`config.mk`:
```
export PLATFORM = sky130hd
export DESIGN_NAME = rr_arbiter4
export DESIGN_NICKNAME = d
export VERILOG_FILES = /design/src/rtl/arb_pkg.sv /design/src/rtl/rr_pick4.sv /design/src/rtl/rr_arbiter4.sv
export SDC_FILE = /design/constraint.sdc
export NUM_CORES = 1
export LEC_CHECK = 0
export CORE_MARGIN = 2
export CORE_UTILIZATION = 50
export CTS_CLUSTER_DIAMETER = 120
export DETAILED_ROUTE_END_ITERATION = 6
export GPL_ROUTABILITY_DRIVEN = 0
export GPL_TIMING_DRIVEN = 0
export PLACE_DENSITY = 0.75
export REMOVE_ABC_BUFFERS = 1
export SYNTH_ARGS = -nofsm -noshare
export SYNTH_HDL_FRONTEND = slang
export SYNTH_HIERARCHICAL = 1
export SYNTH_SLANG_ARGS = --single-unit
```
`constraint.sdc`:
```
create_clock -name clk -period 2.2 [get_ports clk]
set_clock_uncertainty 0.15 [all_clocks]
set_input_delay 0.44 -clock clk [delete_from_list [all_inputs] [get_ports clk]]
set_output_delay 0.44 -clock clk [all_outputs]
set_load 0.02 [all_outputs]
```
`src/rtl/arb_pkg.sv`:
```
// arb_pkg: shared sizes and state encoding for the round-robin arbiter
package arb_pkg;
    localparam int N_REQ = 4;
    localparam int IDX_W = 2;
    typedef enum logic {
        ST_IDLE  = 1'b0,
        ST_GRANT = 1'b1
    } state_t;
endpackage

```
`src/rtl/rr_pick4.sv`:
```
// rr_pick4: rotating-priority pick of the first set request starting at ptr
module rr_pick4
    import arb_pkg::*;
(
    input  logic [N_REQ-1:0] req,
    input  logic [IDX_W-1:0] ptr,
    output logic [IDX_W-1:0] idx,
    output logic             any
);
    logic [2*N_REQ-1:0] dbl;
    logic [N_REQ-1:0]   rot;
    logic [IDX_W-1:0]   off;
    // rotate so ptr lands at bit 0, then 4-to-2 priority encode and rotate the index back
    always_comb begin
        dbl = {req, req};
        rot = dbl[ptr +: N_REQ];
        off = rot[0] ? 2'd0 : rot[1] ? 2'd1 : rot[2] ? 2'd2 : 2'd3;
        idx = ptr + off;
        any = |req;
    end
endmodule

```
`src/rtl/rr_arbiter4.sv`:
```
// rr_arbiter4: four-requester round-robin arbiter with grant locking and hold timeout
module rr_arbiter4
    import arb_pkg::*;
#(
    parameter int HOLD_MAX = 16,
    parameter int CNT_W    = 8
) (
    input  logic             clk,
    input  logic             rst,
    input  logic [N_REQ-1:0] req,
    output logic [N_REQ-1:0] gnt,
    output logic [IDX_W-1:0] gnt_idx,
    output logic             gnt_valid,
    output logic             preempt
);
    localparam logic [CNT_W-1:0] LAST = CNT_W'(HOLD_MAX == 0 ? 0 : HOLD_MAX - 1);

    state_t           state, state_n;
    logic [IDX_W-1:0] ptr, ptr_n, idx_n, win;
    logic [CNT_W-1:0] cnt, cnt_n;
    logic             pre_n, any, timeout;

    rr_pick4 u_pick (
        .req (req),
        .ptr (ptr),
        .idx (win),
        .any (any)
    );

    // owner's index doubles as the decoder select, so grant is one-hot by construction
    always_comb begin
        gnt_valid = (state == ST_GRANT);
        gnt       = {3'b000, gnt_valid} << gnt_idx;
    end

    // next state: lock on winner, hold while owner requests, release on drop or timeout
    always_comb begin
        state_n = state;
        ptr_n   = ptr;
        idx_n   = gnt_idx;
        cnt_n   = cnt;
        pre_n   = 1'b0;
        timeout = (HOLD_MAX != 0) && (cnt == LAST);
        if (state == ST_IDLE) begin
            state_n = any ? ST_GRANT : ST_IDLE;
            idx_n   = any ? win : gnt_idx;
            cnt_n   = '0;
        end else if (!req[gnt_idx] || timeout) begin
            state_n = ST_IDLE;
            ptr_n   = gnt_idx + 2'd1;
            cnt_n   = '0;
            pre_n   = req[gnt_idx];
        end else begin
            cnt_n = (cnt == '1) ? cnt : cnt + CNT_W'(1);
        end
    end

    // state, pointer, counter and registered outputs; reset drops any grant silently
    always_ff @(posedge clk) begin
        if (rst) begin
            state   <= ST_IDLE;
            ptr     <= '0;
            cnt     <= '0;
            gnt_idx <= '0;
            preempt <= 1'b0;
        end else begin
            state   <= state_n;
            ptr     <= ptr_n;
            cnt     <= cnt_n;
            gnt_idx <= idx_n;
            preempt <= pre_n;
        end
    end
endmodule

```
# Word level (Yosys, flattened, before mapping)
# Index checks and enable logic that the tools add are counted.
totals:
  wordCells: 30
  input_bits: 6
  regBits: 14
op_classes:
  n_reduce_logical: 7
  n_bitwise: 2
  n_mux: 8
  eq_ne: 2
  order_cmp: 1
  add_sub_neg: 3
  shift: 2
op_table:
  columns: ["operator", "count"]
  rows:
  - ["$add 8x1->8 const B", 1]
  - ["$eq 8x4->1 const B", 1]
  - ["$eq 8x8->1 const B", 1]
  - ["$shiftx 8x3->3", 1]
  - ["$reduce_or 3->1", 2]
  - ["$mux 1", 5]
  - ["$mux 2", 2]
  - ["$reduce_and 2->1", 2]
  - ["$reduce_or 4->1", 1]
  - ["$shl 1x2->4", 1]
  - ["$lt 2x3->1 const B", 1]
  - ["$add 2x1->2 const B", 1]
  - ["$add 2x2->2", 1]
  - ["$bmux 1 s2", 1]
  - ["$not 1->1", 2]
  - ["$logic_not 1->1", 1]
  - ["$logic_or 1x1->1", 1]

# Depth between registers and ports, before layout
depth:
  word_depth: 6
  mapped_depth: 10
  ltp_nobuf: 9

# Hierarchy
# The synthesis kept the hierarchy.
modules_own_cells:
  columns: ["module", "seq_area_each_um2", "cells_per_inst", "instances", "area_each_um2"]
  rows:
  - ["rr_arbiter4", 280.3, 83, 1, 760.7]
  - ["rr_pick4", 0.0, 23, 1, 172.7]

# Least setup slack after synthesis
# Ideal clock, no wire load.
synth_timing:
  path_type: "reg-to-reg"
  startpoint: "register ptr[0]"
  endpoint: "register gnt_idx[1]"
  arrival_ns: 1.733
  setup_time_ns: 0.064
  setup_slack_ns: 0.253
  path_stages_with_launch: 10
  path_buffers: 1
  required_time_ns: 1.986
  synth_period_minus_slack_ns: 1.947
  cell_sequence: "dfxtp_1 > buf_6 > and3b_2 > o21ai_0 > o211ai_1 > ha_1 > or4_1 > nand4_1 > mux2i_1 > nor2_1"
synth_between:
  elab_chain_len: 5
synth_rtl:
  columns: ["element", "line", "source"]
  rows:
  - ["start, declared", "rr_arbiter4.sv:19", "logic [IDX_W-1:0] ptr, ptr_n, idx_n, win;"]
  - ["start signal, assigned", "rr_arbiter4.sv:68", "ptr <= ptr_n;"]
  - ["$shiftx 8x3->3", "rr_pick4.sv:16", "rot = dbl[ptr +: N_REQ];"]
  - ["$mux 1", "rr_pick4.sv:17", "off = rot[0] ? 2'd0 : rot[1] ? 2'd1 : rot[2] ? 2'd2 : 2'd3;"]
  - ["$mux 2 (2 in a row)", "rr_pick4.sv:17", null]
  - ["$add 2x2->2 *", "rr_pick4.sv:18", "idx = ptr + off;"]
  - ["named net win[1]", "rr_arbiter4.sv:19", null]
  - ["end signal, assigned", "rr_arbiter4.sv:70", "gnt_idx <= idx_n;"]
  - ["end, declared", "rr_arbiter4.sv:12", "output logic [IDX_W-1:0] gnt_idx,"]
# Mark *: on every way through the listed nets, which the timed path passes. The rest lies on a longest branch.
# A chain may end at the register's enable or synchronous reset.

# Worst setup path in the final report
layout_timing:
  startpoint: "register gnt_idx[1]"
  endpoint: "output port gnt[3]"
layout_between:
  elab_chain_len: 1
layout_rtl:
  columns: ["element", "line", "source"]
  rows:
  - ["$shl 1x2->4", "rr_arbiter4.sv:33", "gnt = {3'b000, gnt_valid} << gnt_idx;"]
  - ["end, declared", "rr_arbiter4.sv:11", "output logic [N_REQ-1:0] gnt,"]
# Every way passes these cells.

==> impl_metrics.py <==
metrics = {
    "clock_tree": {
        "cts-root-buf": "clkbuf_4",
        "clkLatencyLatePin_ns": 0.28,
        "cts_tree": "built",
        "cts_num_sinks": 14,
        "clkSlewWorstSetupHoldPaths_ns": 0.08,
        "cts_max_level": 1,
        "cts_inserted_buffers": 3,
        "post_cts_buffers": 0,
        "ctsLongestPathBuffers": 2,
    },
    "layout": {
        "insertedDiodeCount": 0,
        "area_growth_syn_to_layout_pct": 15.4,
        "final_cell_mix": "dfxtp_1 (10), nor3_1 (8), nor2_1 (7), clkdlybuf4s50_1 (7)",
        "drive_above_1_share": 0.212,
        "nets": 127,
        "layout_commonest_cell": "dfxtp_1",
        "finalCoreUtilization": 0.617,
        "n_fill_cell": 153,
        "instances_no_fill": 143,
    },
    "setup_path": {
        "cp_cell_sequence": "and3_1 > clkdlybuf4s50_1",
        "end_kind": "output pin",
        "cp_slowest_stage_delay_ns": 0.59,
        "critPathKind": "flop to output pin",
        "cp_slowest_cell": "clkdlybuf4s50_1",
        "arrival_ns": 1.49,
        "crit_buf_inv": 1,
        "required_ns": 1.61,
        "crit_family": "buffers and inverters",
        "crit_path_start_kind": "flop",
        "worstPathMaxFanout": 9,
    },
    "yosys": {
        "async_reset_ff_frac": 0,
        "synth.distinct_cells": 42,
        "ys.flop_type": "dfxtp_1",
        "syn_avg_cell_area_um2": 8.81,
        "synthCells": 106,
        "seq_area_frac_synth": 0.300,
        "yosys_warnings": 6,
        "synth-edff-count": 0,
        "ys_seq_elements": 14,
        "syn_area_um2": 933,
    },
    "global_route": {
        "grt_antenna_before_repair": 0,
        "grt_pass1_vias": 723,
        "grt_overflow": 0,
        "grt_use_total": 0.205,
        "grt_pass1_wl_um": 3240,
        "grt_max_degree": 12,
    },
    "run": {
        "cap_violations": 0,
    },
    "power_and_ir_drop": {
        "combPwrFrac": 0.292,
        "seq_power_share": 0.449,
        "internal_power_uw": 485,
        "cellLeakagePower_uw": 0.000416,
        "p_switching_uw": 226,
        "p_per_area_nw_per_um2": 661,
        "power_uw": 712,
        "clockPowerShare": 0.259,
        "ir_worst_vdd_v": 0.000334,
        "swShare": 0.318,
    },
    "timing": {
        "fin_crit_ns": 2.08,
        "setup_viol": 0,
        "slew_viol_final": 0,
        "rsz0062_at_grt": "no",
        "maxSlewHeadroom": 0.707,
        "hold_violations": 0,
        "timing.fmax_mhz": 481,
        "setup_tns_ns": 0,
        "min_period_over_period": 0.945,
        "worstMarginPinSlew_ns": 0.436,
    },
    "floorplan": {
        "die_w_um": 47.2,
        "core.rowCount": 15,
        "ioPinCount": 14,
        "coreArea_um2": 1750,
        "fp.dieH_um": 47.2,
        "initial_core_util": 0.535,
        "dieArea_um2": 2230,
    },
    "route": {
        "num_vias": 847,
        "drc_errors": 0,
        "ant_nets": 0,
        "first_pass_iters": 4,
        "vias_per_cell": 5.92,
        "wirelength_um": 1950,
        "drtIter0Drc": 17,
        "wire_per_inst_um": 13.6,
    },
    "run_status": {
        "outcome": "finished clean",
    },
    "placement": {
        "dp.cells": 139,
        "dp_hpwl_um": 1430,
        "port-buffer-count": 13,
    },
    "hold_path": {
        "hold_class": "flop to flop",
    },
}
-- worst min-delay path, stage by stage, from the launching register on --
cell and delay (ns):
dfxtp_1 0.34, nand3_1 0.07, a21oi_1 0.05
-- flip-flops by register name, indices dropped and copies added, names as in the netlist --
signal     cells
ptr            2
gnt_idx        2
preempt        1
cnt            8
gnt_valid      1
-- final timing paths --
check | slack, ns | end | cells past startpoint | start
max | 0.12 | gnt[3] | 2 | gnt_idx[1]
min | 0.36 | cnt[1] | 2 | cnt[1]
max reg2reg | 0.16 | gnt_idx[1] | 8 | ptr[0]
min reg2reg | 0.36 | cnt[1] | 2 | cnt[1]
-- synth_stat cells, types with 2 or more instances --
cell,instances,share of area
ha_1,2,0.027
mux2i_1,3,0.032
a31oi_1,3,0.020
or4_1,2,0.016
and3b_2,2,0.021
o21ai_0,4,0.021
nor2b_1,3,0.020
nor3b_1,3,0.024
and3_2,2,0.016
a21oi_1,6,0.032
and2b_2,3,0.028
a211oi_1,3,0.024
buf_6,2,0.024
nand2_1,6,0.024
o211ai_1,2,0.016
and4_1,2,0.019
dfxtp_1,14,0.30
and3_1,3,0.020
nor3_1,8,0.043
nand3_1,4,0.021
nand4_1,2,0.013
nor2_1,7,0.028
-- per-stage QoR --
stage / instance area (um^2) / hold slack (ns) / setup slack (ns)
floorplan: 890 / 0.320 / 0.233
global placement: 1050 / 0.335 / -0.456
detailed placement: 1050 / 0.342 / -0.502
CTS: 1080 / 0.356 / 0.0253
global route: 1080 / 0.377 / 0.00559
finish: 1080 / 0.358 / 0.122
-- timing repair --
item	in CTS	in global routing
gates resized for setup	9	9
endpoints found under the setup margin	4	3
endpoints found under the hold margin	0	0
hold buffers	0	0
-- power groups by stage --
stage	logic [uW]	registers (uW)	clock network (uW)
global route	228	325	203
finish	208	320	184
detailed placement	214	321	0
CTS	209	317	192
floorplan	129	323	0
global placement	208	319	0
-- metal layers --
layer	global-route usage	vias to the layer above	routed length, um
li1	-	433	-
met1	0.282	400	984
met2	0.326	14	880
met3	0.0692	0	82
met4	0.0167	0	0
met5	0	-	0
-- layout make-up --
class	instances	area, um^2	area share
tap	25	31.3	0.0290
inverter	1	3.75	0.00348
sequential	14	285	0.265
timing repair buffer	13	113	0.105
multi-input combinational	86	608	0.564
clock buffer	4	36.3	0.0337
-- cell families (layout without fill, tap and decap cells) --
kind of cell / count (synthesis) / in the layout / synth area share
buffers and inverters: 6 / 18 / 0.0509
xor gates and xnor gates: 1 / 1 / 0.00939
and+or+nand+nor: 54 / 54 / 0.354
DFF: 14 / 14 / 0.300
adders and majority gates: 2 / 2 / 0.0268
muxes: 6 / 6 / 0.0844
AOI/OAI and AO/OA: 23 / 23 / 0.174
Note: power is estimated with default switching activity, not from simulation.
